File: src/rtl/wb_req_pkg.sv
`default_nettype none
// ============================================================================
// Module   : wb_req_pkg
// Brief    : Shared request type, sequencer states and defaults for wb_req_queue.
// Revision : 1.0 - initial release
// ============================================================================
package wb_req_pkg;

    typedef struct packed {
        logic [31:0] addr;
        logic [31:0] data;
        logic [3:0]  we;
        logic [2:0]  naccess;
    } wb_req_t;

    typedef enum logic [1:0] {
        IDLE  = 2'd0,
        ISSUE = 2'd1,
        RESP  = 2'd2
    } wbq_state_e;

    localparam logic [31:0] c_err_data_default = 32'hDEAD_BEEF;

endpackage
`default_nettype wire

File: src/rtl/wb_req_fifo.sv
`default_nettype none
// ============================================================================
// Module   : wb_req_fifo
// Brief    : Synchronous request FIFO with wrap-bit pointers and occupancy.
// Revision : 1.0 - initial release
// ============================================================================
module wb_req_fifo
    import wb_req_pkg::*;
#(
    parameter int DEPTH = 4
) (
    input  logic                   clk,
    input  logic                   rstn_i,
    input  logic                   i_push,
    input  wb_req_t                i_data,
    input  logic                   i_pop,
    output wb_req_t                o_head,
    output logic                   o_full,
    output logic                   o_empty,
    output logic [$clog2(DEPTH):0] o_level
);

    localparam int AW = $clog2(DEPTH);

    wb_req_t       r_mem [DEPTH];
    logic [AW:0]   r_wr_ptr;
    logic [AW:0]   r_rd_ptr;
    logic          w_push;
    logic          w_pop;

    // Pointers carry one extra wrap bit so full and empty are distinguishable.
    assign o_full  = (r_wr_ptr[AW] != r_rd_ptr[AW]) &&
                     (r_wr_ptr[AW-1:0] == r_rd_ptr[AW-1:0]);
    assign o_empty = (r_wr_ptr == r_rd_ptr);
    assign o_level = r_wr_ptr - r_rd_ptr;
    assign o_head  = r_mem[r_rd_ptr[AW-1:0]];

    assign w_push  = i_push && !o_full;
    assign w_pop   = i_pop && !o_empty;

    always_ff @(posedge clk or negedge rstn_i) begin
        if (!rstn_i) begin
            r_wr_ptr <= '0;
            r_rd_ptr <= '0;
        end else begin
            if (w_push) r_wr_ptr <= r_wr_ptr + 1'b1;
            if (w_pop)  r_rd_ptr <= r_rd_ptr + 1'b1;
        end
    end

    always_ff @(posedge clk) begin
        if (w_push) r_mem[r_wr_ptr[AW-1:0]] <= i_data;
    end

endmodule
`default_nettype wire

File: src/rtl/wb_req_queue.sv
`default_nettype none
// ============================================================================
// Module   : wb_req_queue
// Brief    : Buffers core requests and issues them one at a time to wb_master,
//            returning data/ack (or a timeout error) on a ready/valid port.
// Revision : 1.0 - initial release
// ============================================================================
module wb_req_queue
    import wb_req_pkg::*;
#(
    parameter int          DEPTH    = 4,
    parameter int          TIMEOUT  = 256,
    parameter logic [31:0] ERR_DATA = c_err_data_default
) (
    input  logic                   clk,
    input  logic                   rstn_i,
    input  logic                   req_valid_i,
    output logic                   req_ready_o,
    input  logic [31:0]            req_addr_i,
    input  logic [31:0]            req_data_i,
    input  logic [3:0]             req_we_i,
    input  logic [2:0]             req_naccess_i,
    output logic                   m_valid_o,
    output logic [31:0]            m_addr_o,
    output logic [31:0]            m_data_o,
    output logic [3:0]             m_we_o,
    output logic [2:0]             m_naccess_o,
    input  logic                   m_valid_i,
    input  logic [31:0]            m_data_i,
    output logic                   rsp_valid_o,
    input  logic                   rsp_ready_i,
    output logic [31:0]            rsp_data_o,
    output logic                   rsp_write_o,
    output logic                   rsp_err_o,
    output logic [$clog2(DEPTH):0] level_o
);

    localparam int               CNT_W       = (TIMEOUT > 0) ? $clog2(TIMEOUT + 1) : 1;
    localparam logic [CNT_W-1:0] c_tcnt_last = CNT_W'((TIMEOUT > 0) ? TIMEOUT - 1 : 0);
    localparam logic [CNT_W-1:0] c_tcnt_max  = '1;

    wbq_state_e       r_state;
    wbq_state_e       w_next_state;
    wb_req_t          w_fifo_in;
    wb_req_t          w_fifo_head;
    wb_req_t          r_issue;
    logic             w_fifo_full;
    logic             w_fifo_empty;
    logic             w_pop;
    logic             w_complete;
    logic             w_expire;
    logic             w_issue_is_write;
    logic             r_head_seen;
    logic [CNT_W-1:0] r_tcnt;
    logic [31:0]      r_rsp_data;
    logic             r_rsp_write;
    logic             r_rsp_err;

    assign w_fifo_in        = '{addr: req_addr_i, data: req_data_i,
                                we: req_we_i, naccess: req_naccess_i};
    assign req_ready_o      = !w_fifo_full;
    assign w_issue_is_write = (r_issue.we != 4'd0);

    wb_req_fifo #(
        .DEPTH (DEPTH)
    ) u_fifo (
        .clk     (clk),
        .rstn_i  (rstn_i),
        .i_push  (req_valid_i),
        .i_data  (w_fifo_in),
        .i_pop   (w_pop),
        .o_head  (w_fifo_head),
        .o_full  (w_fifo_full),
        .o_empty (w_fifo_empty),
        .o_level (level_o)
    );

    always_ff @(posedge clk or negedge rstn_i) begin
        if (!rstn_i) r_state <= IDLE;
        else         r_state <= w_next_state;
    end

    always_comb begin
        w_next_state = r_state;
        w_pop        = 1'b0;
        w_complete   = 1'b0;
        w_expire     = 1'b0;
        case (r_state)
            // The sequencer acts on the registered non-empty view, so a freshly
            // written head is issued one cycle after it becomes visible.
            IDLE: begin
                if (r_head_seen && !w_fifo_empty) begin
                    w_pop        = 1'b1;
                    w_next_state = ISSUE;
                end
            end
            ISSUE: begin
                if (m_valid_i) begin
                    w_complete   = 1'b1;
                    w_next_state = RESP;
                end else if ((TIMEOUT != 0) && (r_tcnt == c_tcnt_last)) begin
                    w_expire     = 1'b1;
                    w_next_state = RESP;
                end
            end
            RESP: begin
                if (rsp_ready_i) w_next_state = IDLE;
            end
            default: w_next_state = IDLE;
        endcase
    end

    always_ff @(posedge clk or negedge rstn_i) begin
        if (!rstn_i) begin
            r_head_seen <= 1'b0;
            r_issue     <= '0;
            r_tcnt      <= '0;
            r_rsp_data  <= '0;
            r_rsp_write <= 1'b0;
            r_rsp_err   <= 1'b0;
        end else begin
            r_head_seen <= !w_fifo_empty;
            if (w_pop) begin
                r_issue <= w_fifo_head;
                r_tcnt  <= '0;
            end else if ((r_state == ISSUE) && (r_tcnt != c_tcnt_max)) begin
                r_tcnt  <= r_tcnt + CNT_W'(1);
            end
            if (w_complete) begin
                r_rsp_data  <= w_issue_is_write ? 32'd0 : m_data_i;
                r_rsp_write <= w_issue_is_write;
                r_rsp_err   <= 1'b0;
            end else if (w_expire) begin
                r_rsp_data  <= ERR_DATA;
                r_rsp_write <= w_issue_is_write;
                r_rsp_err   <= 1'b1;
            end
        end
    end

    assign m_valid_o   = (r_state == ISSUE);
    assign m_addr_o    = r_issue.addr;
    assign m_data_o    = r_issue.data;
    assign m_we_o      = r_issue.we;
    assign m_naccess_o = r_issue.naccess;

    assign rsp_valid_o = (r_state == RESP);
    assign rsp_data_o  = r_rsp_data;
    assign rsp_write_o = r_rsp_write;
    assign rsp_err_o   = r_rsp_err;

endmodule
`default_nettype wire

File: config.mk
export PLATFORM = sky130hd
export DESIGN_NAME = wb_req_queue
export DESIGN_NICKNAME = d
export VERILOG_FILES = /design/src/rtl/wb_req_pkg.sv /design/src/rtl/wb_req_fifo.sv /design/src/rtl/wb_req_queue.sv
export SDC_FILE = /design/constraint.sdc
export NUM_CORES = 1
export LEC_CHECK = 0
export CAP_MARGIN = 20
export CORE_ASPECT_RATIO = 0.8
export CORE_MARGIN = 4
export CORE_UTILIZATION = 58
export CTS_BUF_LIST = sky130_fd_sc_hd__clkbuf_16
export DETAILED_ROUTE_END_ITERATION = 12
export PLACE_DENSITY = 0.84
export SYNTH_ARGS = -nofsm -noshare
export SYNTH_HDL_FRONTEND = slang
export SYNTH_HIERARCHICAL = 1
export SYNTH_SLANG_ARGS = --single-unit
File: constraint.sdc
create_clock -name clk -period 6.12 [get_ports clk]
set_clock_uncertainty 0.15 [all_clocks]
set_input_delay 0.918 -clock clk [delete_from_list [all_inputs] [get_ports clk]]
set_output_delay 0.918 -clock clk [all_outputs]
set_load 0.01 [all_outputs]
Word level (Yosys, flattened, before mapping):

Memories as Yosys holds them, arrays and structs flattened. A register that Yosys moved wholly into a read port is not among the register bits.
Index checks and enable logic that the tools add are counted.
Widths: inputs -> output; s select.

* bits in registers: 52
* memories kept: 1
* memory bits (writable): 284
* word-level logic and storage cells: 59
* input bits: 108
* output and inout bits: 111

Memories
* u_fifo.r_mem: words 4, width 71, read ports 1, clocked after memory_dff 1, write ports 1, RTL line wb_req_fifo.sv:25 `wb_req_t r_mem [DEPTH];`

* multiplexer cells: 23
* add/subtract/negate cells: 4
* equality and inequality tests: 10
* reductions and logical operators: 13

Operators with widths (number)
* $mux 32: 3
* $mux 9: 2
* $mux 1: 13
* $add 9x1->9 const B: 1
* $eq 9x8->1 const B: 1
* $ne 9x9->1 const B: 1
* $mux 2: 4
* $add 3x1->3 const B: 2
* $pmux 2 s3: 1
* $logic_and 1x1->1: 5
* $reduce_bool 2->1: 2
* $reduce_bool 4->1: 1
* $eq 3x3->1: 1
* $logic_not 1->1: 3
* $ne 3x1->1 const B: 1
* $reduce_and 3->1: 1
* $sub 3x3->3: 1
* $eq 2x1->1 const B: 1
* $eq 2x2->1: 1
* $eq 2x2->1 const B: 1
* $logic_not 2->1: 1
* $ne 2x1->1 const B: 1
* $ne 2x2->1 const B: 1
* $ne 1x1->1: 1

Depth between registers and ports, before layout:

Gate-level depths: netlist of run 1.

* depth after elaboration: 6
* gate-level depth with buffers: 13
* depth with buffers taken out: 9

By module:

Netlist of run 1, hierarchy kept.

Modules (own cells, without submodules)
* wb_req_fifo: times used 1, area an instance 10714.0 µm², seq. area each 8678.3 µm², cells each 416
* wb_req_queue: times used 1, area an instance 4660.7 µm², seq. area each 2927.8 µm², cells each 473

Worst setup path after synthesis of run 1:

OpenSTA, ideal clock, no wires.

* path type: register to register
* start point: register u_fifo.r_rd_ptr[1]
* end point: memory u_fifo/r_mem[0][0] in the netlist's numbering (enable)
* setup time: 0.437 ns
* data required time: 5.533 ns
* period minus slack after synthesis: 3.659 ns
* arrival: 3.071 ns
* path slack: 2.461 ns
* cell stages (with the launch flop): 7
* path buffers: 2
* cell sequence: dfrtp_1 > clkbuf_1 > buf_2 > inv_1 > ha_1 > nand3_1 > and3_1

* longest elaborated chain between the ends: 6

RTL lines
* start: declaration: RTL line wb_req_fifo.sv:27 `logic [AW:0] r_rd_ptr;`
* start signal: assignment: RTL line wb_req_fifo.sv:47 `if (w_pop) r_rd_ptr <= r_rd_ptr + 1'b1;`
* $eq 2x2->1: RTL line wb_req_fifo.sv:33 `(r_wr_ptr[AW-1:0] == r_rd_ptr[AW-1:0]);`
* $logic_and 1x1->1: RTL line wb_req_fifo.sv:32 `assign o_full = (r_wr_ptr[AW] != r_rd_ptr[AW]) &&`
* $logic_not 1->1: RTL line wb_req_fifo.sv:38 `assign w_push = i_push && !o_full;`
* $logic_and 1x1->1: RTL line wb_req_fifo.sv:38
* $mux 1: RTL line wb_req_fifo.sv:52 `if (w_push) r_mem[r_wr_ptr[AW-1:0]] <= i_data;`
* $mux 1 (not written as such): RTL line wb_req_fifo.sv:52
* end: declaration: RTL line wb_req_fifo.sv:25

Every way passes these cells.

Worst setup path after layout of run 1:

* start point: register u_fifo.r_rd_ptr[0]
* end point: register, netlist name m_data_o[21]

* longest elaborated chain between the ends: 5

RTL lines
* $eq 3x3->1: RTL line wb_req_fifo.sv:34 `assign o_empty = (r_wr_ptr == r_rd_ptr);`
* via w_fifo_empty: RTL line wb_req_queue.sv:48 `logic w_fifo_empty;`
* $logic_not 1->1: RTL line wb_req_queue.sv:92 `if (r_head_seen && !w_fifo_empty) begin`
* $logic_and 1x1->1: RTL line wb_req_queue.sv:92
* $mux 1: RTL line wb_req_queue.sv:92
* $mux 1: RTL line wb_req_queue.sv:88 `case (r_state)`

The timed path passes the listed nets, and every way through them passes these cells.
A chain may end at the register's enable or synchronous reset.

==> impl_metrics.prom, run 1 <==
# TYPE chip_impl_metric gauge
chip_impl_metric{name="slew_headroom",unit="%"} 28.8
chip_impl_metric{name="numPortBuffers",unit=""} 218
chip_impl_metric{name="peak_supply_drop",unit="uV"} 454
chip_impl_metric{name="async_set_or_reset_register_ratio_after_synthesis",unit="%"} 30.2
chip_impl_metric{name="crit_path_arrival_time",unit="ns"} 4.54
chip_impl_info{name="hp-class",value="in2async"} 1
chip_impl_info{name="worst_setup_path_start_kind",value="flop"} 1
chip_impl_metric{name="cts_resized",unit=""} 0
chip_impl_metric{name="gpl_wtd_cong",unit=""} 0.741
chip_impl_metric{name="initial_utilization",unit="%"} 58.7
chip_impl_metric{name="vias_per_cell",unit=""} 5.52
chip_impl_info{name="layout_common_cells",value="284 x sky130_fd_sc_hd__edfxtp_1, 227 x sky130_fd_sc_hd__nand2_1, 217 x sky130_fd_sc_hd__clkdlybuf4s50_1"} 1
chip_impl_metric{name="fmax",unit="GHz"} 0.235
chip_impl_metric{name="antenna_left",unit=""} 0
chip_impl_metric{name="wl_per_cell",unit="um"} 21.3
chip_impl_metric{name="synth-edff-count",unit=""} 284
chip_impl_info{name="mostFrequentLayoutCell",value="sky130_fd_sc_hd__edfxtp_1"} 1
chip_impl_metric{name="totalWireLength",unit="um"} 32000
chip_impl_metric{name="die_height",unit="um"} 154
chip_impl_metric{name="drive_above_1_share",unit="%"} 13.7
chip_impl_metric{name="clock-sinks",unit=""} 407
chip_impl_metric{name="setup_slack",unit="ns"} 1.87
chip_impl_info{name="reg2reg_to",value="m_data_o[21]$_DFFE_PN0P_"} 1
chip_impl_metric{name="rows",unit=""} 53
chip_impl_metric{name="power.total",unit="mW"} 10.0
chip_impl_metric{name="reg2reg_setup_slack",unit="ns"} 1.87
chip_impl_info{name="setup_repair_after_global_routing_missed_its_margin",value="false"} 1
chip_impl_metric{name="gr_overflow_total",unit=""} 0
chip_impl_metric{name="leakagePower",unit="nW"} 7.17
chip_impl_info{name="critical-path-slowest-cell",value="sky130_fd_sc_hd__or4b_4"} 1
chip_impl_metric{name="worst_path_largest_cell_delay",unit="ns"} 0.90
chip_impl_metric{name="num_antenna_cells",unit=""} 0
chip_impl_metric{name="grt_pass1_wl",unit="um"} 49900
chip_impl_metric{name="cts_max_path_buffers",unit=""} 3
chip_impl_metric{name="detailedRoute.firstIterationViolations",unit=""} 650
chip_impl_metric{name="drc_errors",unit=""} 0
chip_impl_metric{name="floorplan.core_area",unit="um2"} 26200
chip_impl_info{name="timing.setup.critical_path_class",value="reg2reg"} 1
chip_impl_info{name="run_status",value="complete, no violations"} 1
chip_impl_metric{name="slew_viol_final",unit=""} 0
chip_impl_info{name="tritoncts",value="built"} 1
chip_impl_metric{name="finalCoreUtilization",unit="%"} 73.0
chip_impl_info{name="crit_path_frequent_cell",value="sky130_fd_sc_hd__nand2_1"} 1
chip_impl_metric{name="count_of_distinct_cell_types_in_the_synthesized_netlist",unit=""} 46
chip_impl_metric{name="setup_viol_count_final",unit=""} 0
chip_impl_metric{name="detailedRoute.firstPassIterationCount",unit=""} 5
chip_impl_metric{name="final_period_minus_worst_setup_slack",unit="ns"} 4.25
chip_impl_metric{name="synthesis.nets",unit=""} 1008
chip_impl_metric{name="htree_levels",unit=""} 2
chip_impl_metric{name="post_synth_instance_area",unit="um2"} 15400
chip_impl_metric{name="synthesis.instances",unit=""} 889
chip_impl_metric{name="required",unit="ns"} 6.41
chip_impl_metric{name="area_delta_synth_final",unit="%"} 24.3
chip_impl_metric{name="worstSkewPairLatency",unit="ns"} 0.53
chip_impl_metric{name="die_x",unit="um"} 190
chip_impl_metric{name="gr-usage-all-layers",unit="%"} 21.9
chip_impl_metric{name="vias",unit=""} 8291
chip_impl_metric{name="ys.warnings.count",unit=""} 6
chip_impl_metric{name="die_area",unit="um2"} 29200
chip_impl_metric{name="period_share",unit="%"} 69.4
chip_impl_metric{name="detailed_place_hpwl",unit="um"} 18800
chip_impl_metric{name="totalNegativeSetupSlack",unit="ns"} 0
chip_impl_metric{name="cts.clk_slew.worst_paths",unit="ns"} 0.06
chip_impl_metric{name="detailedPlace.worstSlack",unit="ns"} 1.82
chip_impl_metric{name="grt_start_max_net_pins",unit=""} 81
chip_impl_info{name="cts-root-buf",value="sky130_fd_sc_hd__clkbuf_16"} 1
chip_impl_info{name="crit-reg2reg-launch",value="u_fifo/r_rd_ptr[0]$_DFFE_PN0P_"} 1
chip_impl_metric{name="timing.final.hold_violations",unit=""} 0
chip_impl_info{name="synth_top_flop_cell",value="sky130_fd_sc_hd__edfxtp_1"} 1
chip_impl_metric{name="antenna_found_initial",unit=""} 5
chip_impl_metric{name="max_capacitance_violation_count",unit=""} 0
chip_impl_metric{name="post-synth-top-area-fraction",unit="%"} 55.5
chip_impl_info{name="post_synth_top_area_cell",value="sky130_fd_sc_hd__edfxtp_1"} 1
chip_impl_metric{name="number_of_synthesized_register_bits",unit=""} 407
chip_impl_metric{name="cts_hold_buffers",unit=""} 0
chip_impl_metric{name="path_max_fanout",unit=""} 80
chip_impl_info{name="post_synth_main_area_contributors",value="sky130_fd_sc_hd__edfxtp_1 55%, sky130_fd_sc_hd__dfrtp_1 20%, sky130_fd_sc_hd__mux4_2 10%, sky130_fd_sc_hd__nand2_1 5.5%, sky130_fd_sc_hd__o2bb2ai_1 1.4%"} 1
chip_impl_metric{name="design.portCount",unit=""} 219
chip_impl_metric{name="number_of_global_route_vias_before_repair",unit=""} 8786
chip_impl_metric{name="synth.yosys.seq_area_share",unit="%"} 75.5
chip_impl_metric{name="final_nets",unit=""} 1233
chip_impl_metric{name="post-cts-setup-buffers",unit=""} 0
chip_impl_info{name="crit_chain",value="ha_1 -> nand2_1 -> nor2_1 -> or4b_4 -> inv_2 -> buf_4 -> nand2_1 -> nand2_1"} 1
chip_impl_info{name="cp-end-kind",value="flop"} 1
chip_impl_metric{name="avgSynthCellArea",unit="um2"} 17.3
chip_impl_metric{name="worst_pin_slew",unit="ns"} 1.07
chip_impl_metric{name="r2r_depth",unit=""} 8
chip_impl_metric{name="numCtsBuffers",unit=""} 39
chip_impl_metric{name="pwr_density_cell",unit="nW/um2"} 524
-- where the power goes --
group / leakage, nW / internal, mW / switching, mW
Sequential: 4.17 / 3.83 / 0.426
Clock: 0.653 / 1.40 / 0.987
Combinational: 2.35 / 1.61 / 1.76
-- worst max-delay path by stage --
stage / start / to / slack [ns] / cells after the start
after floorplan: u_fifo/r_rd_ptr[1]$_DFFE_PN0P_ / u_fifo/r_mem[0][0]$_DFFE_PP_ / 2.46 / 6
after global placement: u_fifo/r_rd_ptr[0]$_DFFE_PN0P_ / m_addr_o[4]$_DFFE_PN0P_ / 1.92 / 8
after detailed placement: u_fifo/r_rd_ptr[0]$_DFFE_PN0P_ / m_data_o[21]$_DFFE_PN0P_ / 1.82 / 8
after CTS: u_fifo/r_rd_ptr[0]$_DFFE_PN0P_ / m_data_o[21]$_DFFE_PN0P_ / 1.79 / 8
after global routing: u_fifo/r_rd_ptr[0]$_DFFE_PN0P_ / m_data_o[21]$_DFFE_PN0P_ / 1.54 / 8
final: u_fifo/r_rd_ptr[0]$_DFFE_PN0P_ / m_data_o[21]$_DFFE_PN0P_ / 1.87 / 8
-- cell type report --
class                           instances  area, um2
Sequential cell                       407      11600
Clock buffer                           40       1000
Fill cell                            1563       7080
Inverter                               16       60.1
Timing Repair Buffer                  228       2270
Tap cell                              357        447
Clock inverter                         31        282
Multi-Input combinational cell        422       3450
-- per-stage QoR --
step / cell area, um2 / hold WS, ns / std cells
2_1_floorplan: 15400 / 0.328 / 889
3_3_place_gp: 17800 / 0.308 / 1428
3_5_place_dp: 17800 / 0.318 / 1430
4_1_cts: 19100 / 0.241 / 1501
5_1_grt: 19100 / 0.265 / 1501
6_report: 19100 / 0.230 / 1501
-- Yosys cell counts, types with 2 or more instances --
cell type                   instances
sky130_fd_sc_hd__xnor2_1            4
sky130_fd_sc_hd__mux2i_1            3
sky130_fd_sc_hd__nand2b_1           2
sky130_fd_sc_hd__nand2_1          227
sky130_fd_sc_hd__clkbuf_1          12
sky130_fd_sc_hd__buf_2             15
sky130_fd_sc_hd__inv_1             15
sky130_fd_sc_hd__a32o_1             8
sky130_fd_sc_hd__nand3_1            5
sky130_fd_sc_hd__ha_1              10
sky130_fd_sc_hd__o31ai_1            2
sky130_fd_sc_hd__mux2_4             2
sky130_fd_sc_hd__nor2_1            27
sky130_fd_sc_hd__buf_4              2
sky130_fd_sc_hd__o21ai_0            7
sky130_fd_sc_hd__mux2_2             2
sky130_fd_sc_hd__nor3_1             2
sky130_fd_sc_hd__mux4_2            71
sky130_fd_sc_hd__dfrtp_1          123
sky130_fd_sc_hd__buf_6             15
sky130_fd_sc_hd__edfxtp_1         284
sky130_fd_sc_hd__and3_1             4
sky130_fd_sc_hd__o2bb2ai_1         24
-- sequential cells by signal (all words and copies together) (netlist names) --
signal,count
u_fifo/r_wr_ptr,3
r_head_seen,1
m_naccess_o,3
m_data_o,32
r_tcnt,9
u_fifo/r_mem,284
rsp_err_o,1
m_addr_o,32
rsp_write_o,1
rsp_data_o,32
m_we_o,4
u_fifo/r_rd_ptr,3
r_state,2
-- kinds of logic (layout without fill, tap and decap cells) --
family                     count (synthesis)  after routing  synth area share, %
xor gates and xnor gates                   5              5                0.334
and+or+nand+nor                          281            281                 7.41
muxes                                     78             78                 10.9
DFF                                      407            407                 75.5
AOI/OAI and AO/OA                         47             47                 2.51
buffers and inverters                     60            315                 2.37
adders and majority gates                 11             11                0.944
-- per-layer routing --
metal / track usage (%) / wire [um] / vias to the layer above
met1: 30.1 / 13000 / 4174
met4: 4.55 / 524 / 10
li1: - / - / 3756
met5: 0 / 67 / -
met2: 36.1 / 15700 / 294
met3: 6.24 / 2700 / 57
-- critical path: cells and delay by family (launching register included) --
| kind | cells | cell delay [ns] |
|---|---|---|
| simple gates | 5 | 1.37 |
| buf+inv | 2 | 1.37 |
| flops | 1 | 0.86 |
| fa+ha+maj | 1 | 0.40 |
No activity file was read; power rests on OpenSTA's default activity.
==> run 2, diff against run 1 <==
- CORE_UTILIZATION: 58 -> 54
- PLACE_DENSITY: 0.84 -> 0.79
- clock period: 6.12 -> 4.2 ns (I/O delays scaled with it)
==> impl_metrics.prom, run 2 (same netlist as run 1, synthesis figures left out) <==
# TYPE chip_impl_metric gauge
chip_impl_metric{name="slew_viol_final",unit=""} 0
chip_impl_metric{name="wl_per_cell",unit="um"} 21.6
chip_impl_metric{name="htree_levels",unit=""} 2
chip_impl_metric{name="cts_hold_buffers",unit=""} 0
chip_impl_info{name="crit_chain",value="inv_1 -> ha_1 -> inv_1 -> fa_1 -> xnor2_1 -> clkdlybuf4s50_1"} 1
chip_impl_metric{name="crit_path_arrival_time",unit="ns"} 2.44
chip_impl_info{name="timing.setup.critical_path_class",value="reg2out"} 1
chip_impl_metric{name="cts_resized",unit=""} 0
chip_impl_info{name="critical-path-slowest-cell",value="sky130_fd_sc_hd__clkdlybuf4s50_1"} 1
chip_impl_metric{name="drive_above_1_share",unit="%"} 13.9
chip_impl_metric{name="grt_start_max_net_pins",unit=""} 87
chip_impl_metric{name="max_capacitance_violation_count",unit=""} 0
chip_impl_metric{name="floorplan.core_area",unit="um2"} 27600
chip_impl_info{name="mostFrequentLayoutCell",value="sky130_fd_sc_hd__edfxtp_1"} 1
chip_impl_metric{name="cts.clk_slew.worst_paths",unit="ns"} 0.06
chip_impl_metric{name="holdWs",unit="ns"} 0.0618
chip_impl_metric{name="fmax",unit="GHz"} 0.311
chip_impl_info{name="grt-busiest-layer",value="met2"} 1
chip_impl_metric{name="worst_pin_slew",unit="ns"} 1.12
chip_impl_metric{name="power.total",unit="mW"} 14.5
chip_impl_metric{name="totalNegativeSetupSlack",unit="ns"} 0
chip_impl_metric{name="grt_util_met2",unit="%"} 34.2
chip_impl_metric{name="post-cts-setup-buffers",unit=""} 0
chip_impl_metric{name="placed_area",unit="um2"} 17900
chip_impl_metric{name="r2r_depth",unit=""} 9
chip_impl_metric{name="totalWireLength",unit="um"} 32700
chip_impl_metric{name="number_of_global_route_vias_before_repair",unit=""} 8948
chip_impl_metric{name="design.portCount",unit=""} 219
chip_impl_metric{name="largest_reg_flops",unit=""} 284
chip_impl_metric{name="gr_overflow_total",unit=""} 0
chip_impl_metric{name="detailed_place_hpwl",unit="um"} 19700
chip_impl_metric{name="num_antenna_cells",unit=""} 0
chip_impl_metric{name="drc_errors",unit=""} 0
chip_impl_info{name="cts-root-buf",value="sky130_fd_sc_hd__clkbuf_16"} 1
chip_impl_info{name="crit-reg2reg-launch",value="u_fifo/r_wr_ptr[0]$_DFFE_PN0P_"} 1
chip_impl_metric{name="antenna_left",unit=""} 0
chip_impl_metric{name="gr-usage-met3",unit="%"} 5.30
chip_impl_info{name="setup_repair_after_global_routing_missed_its_margin",value="false"} 1
chip_impl_metric{name="period_share",unit="%"} 76.6
chip_impl_metric{name="detailedRoute.firstIterationViolations",unit=""} 633
chip_impl_metric{name="clock-sinks",unit=""} 407
chip_impl_metric{name="finalCoreUtilization",unit="%"} 69.2
chip_impl_metric{name="numCtsBuffers",unit=""} 39
chip_impl_metric{name="finalInstanceArea",unit="um2"} 19100
chip_impl_metric{name="setup_viol_count_final",unit=""} 0
chip_impl_metric{name="required",unit="ns"} 3.42
chip_impl_metric{name="peak_supply_drop",unit="uV"} 459
chip_impl_metric{name="critical_path_buf_inv_count",unit=""} 3
chip_impl_info{name="worst_setup_path_start_kind",value="flop"} 1
chip_impl_metric{name="antenna_found_initial",unit=""} 3
chip_impl_metric{name="cts_max_path_buffers",unit=""} 3
chip_impl_metric{name="worstSkewPairLatency",unit="ns"} 0.52
chip_impl_metric{name="vias_per_cell",unit=""} 5.59
chip_impl_metric{name="die_height",unit="um"} 159
chip_impl_info{name="run_status",value="complete, no violations"} 1
chip_impl_info{name="crit_path_frequent_cell",value="sky130_fd_sc_hd__inv_1"} 1
chip_impl_metric{name="gr-usage-all-layers",unit="%"} 20.9
chip_impl_metric{name="timing.final.hold_violations",unit=""} 0
chip_impl_info{name="top_delay_family_on_crit_path",value="buffers and inverters"} 1
chip_impl_info{name="cp-end-kind",value="output port"} 1
chip_impl_metric{name="final_period_minus_worst_setup_slack",unit="ns"} 3.22
chip_impl_info{name="hp-class",value="in2async"} 1
chip_impl_info{name="layout_common_cells",value="284 x sky130_fd_sc_hd__edfxtp_1, 227 x sky130_fd_sc_hd__nand2_1, 217 x sky130_fd_sc_hd__clkdlybuf4s50_1"} 1
chip_impl_metric{name="gr-usage-met1",unit="%"} 29.2
chip_impl_metric{name="grt_pass1_wl",unit="um"} 51400
chip_impl_metric{name="path_max_fanout",unit=""} 4
chip_impl_metric{name="initial_utilization",unit="%"} 55.6
chip_impl_info{name="reg2reg_to",value="m_addr_o[5]$_DFFE_PN0P_"} 1
chip_impl_metric{name="pwr_density_cell",unit="nW/um2"} 757
chip_impl_metric{name="rows",unit=""} 54
chip_impl_metric{name="slew_headroom",unit="%"} 25.6
chip_impl_metric{name="numPortBuffers",unit=""} 218
chip_impl_metric{name="vias",unit=""} 8468
chip_impl_metric{name="die_area",unit="um2"} 31300
chip_impl_metric{name="final_nets",unit=""} 1239
chip_impl_metric{name="die_x",unit="um"} 197
chip_impl_metric{name="leakagePower",unit="nW"} 7.19
chip_impl_info{name="tritoncts",value="built"} 1
chip_impl_metric{name="gpl_wtd_cong",unit=""} 0.830
chip_impl_metric{name="area_delta_synth_final",unit="%"} 24.4
chip_impl_metric{name="worst_path_largest_cell_delay",unit="ns"} 0.59
chip_impl_metric{name="detailedRoute.firstPassIterationCount",unit=""} 5
chip_impl_metric{name="reg2reg_setup_slack",unit="ns"} 1.31
run 2: changes by cell type in the layout (fill, tap and decap cells not counted), moves of 2 or more:
cell,delta
sky130_fd_sc_hd__bufinv_16,-4
sky130_fd_sc_hd__buf_12,+4
sky130_fd_sc_hd__buf_4,+3
sky130_fd_sc_hd__inv_1,+3
sky130_fd_sc_hd__clkinv_2,+3
sky130_fd_sc_hd__clkinvlp_4,-2
run 2: worst max-delay path by stage:
| stage | startpoint | endpoint | slack (ns) | depth (start not counted) |
|---|---|---|---|---|
| 2_1_floorplan | u_fifo/r_rd_ptr[1]$_DFFE_PN0P_ | u_fifo/r_mem[0][0]$_DFFE_PP_ | 0.54 | 6 |
| 3_3_place_gp | m_valid_i | rsp_data_o[20]$_DFFE_PN0P_ | 1.30 | 5 |
| 3_5_place_dp | m_valid_i | rsp_data_o[1]$_DFFE_PN0P_ | 1.25 | 5 |
| 4_1_cts | u_fifo/r_wr_ptr[0]$_DFFE_PN0P_ | level_o[2] | 0.99 | 6 |
| 5_1_grt | u_fifo/r_wr_ptr[0]$_DFFE_PN0P_ | level_o[2] | 0.92 | 6 |
| 6_report | u_fifo/r_wr_ptr[0]$_DFFE_PN0P_ | level_o[2] | 0.98 | 6 |
run 2: metal layers:
| layer | up-vias | share of wire, % |
|---|---|---|
| met5 | - | 0.12 |
| met4 | 6 | 1.5 |
| met3 | 49 | 7.6 |
| met2 | 319 | 49 |
| met1 | 4324 | 42 |
| li1 | 3770 | - |
run 2: final cells by class:
type                    count  area (um2)
flip-flops and latches    407       11600
fillers                  1821        8510
multi-input cells         422        3450
repair buffers            234        2370
clock buffers              40        1000
well taps                 364         455
clock inverters            32         176
inverters                  16        60.1
run 2: where the power goes:
part	internal, mW	switching [mW]
registers	5.58	0.519
clock network	1.79	1.43
logic	2.43	2.73
run 2: metrics by stage:
step	instances	worst slack, ns
floorplan	889	0.541
global placement	1442	1.30
detailed placement	1442	1.25
CTS	1514	0.988
global route	1515	0.923
finish	1515	0.981
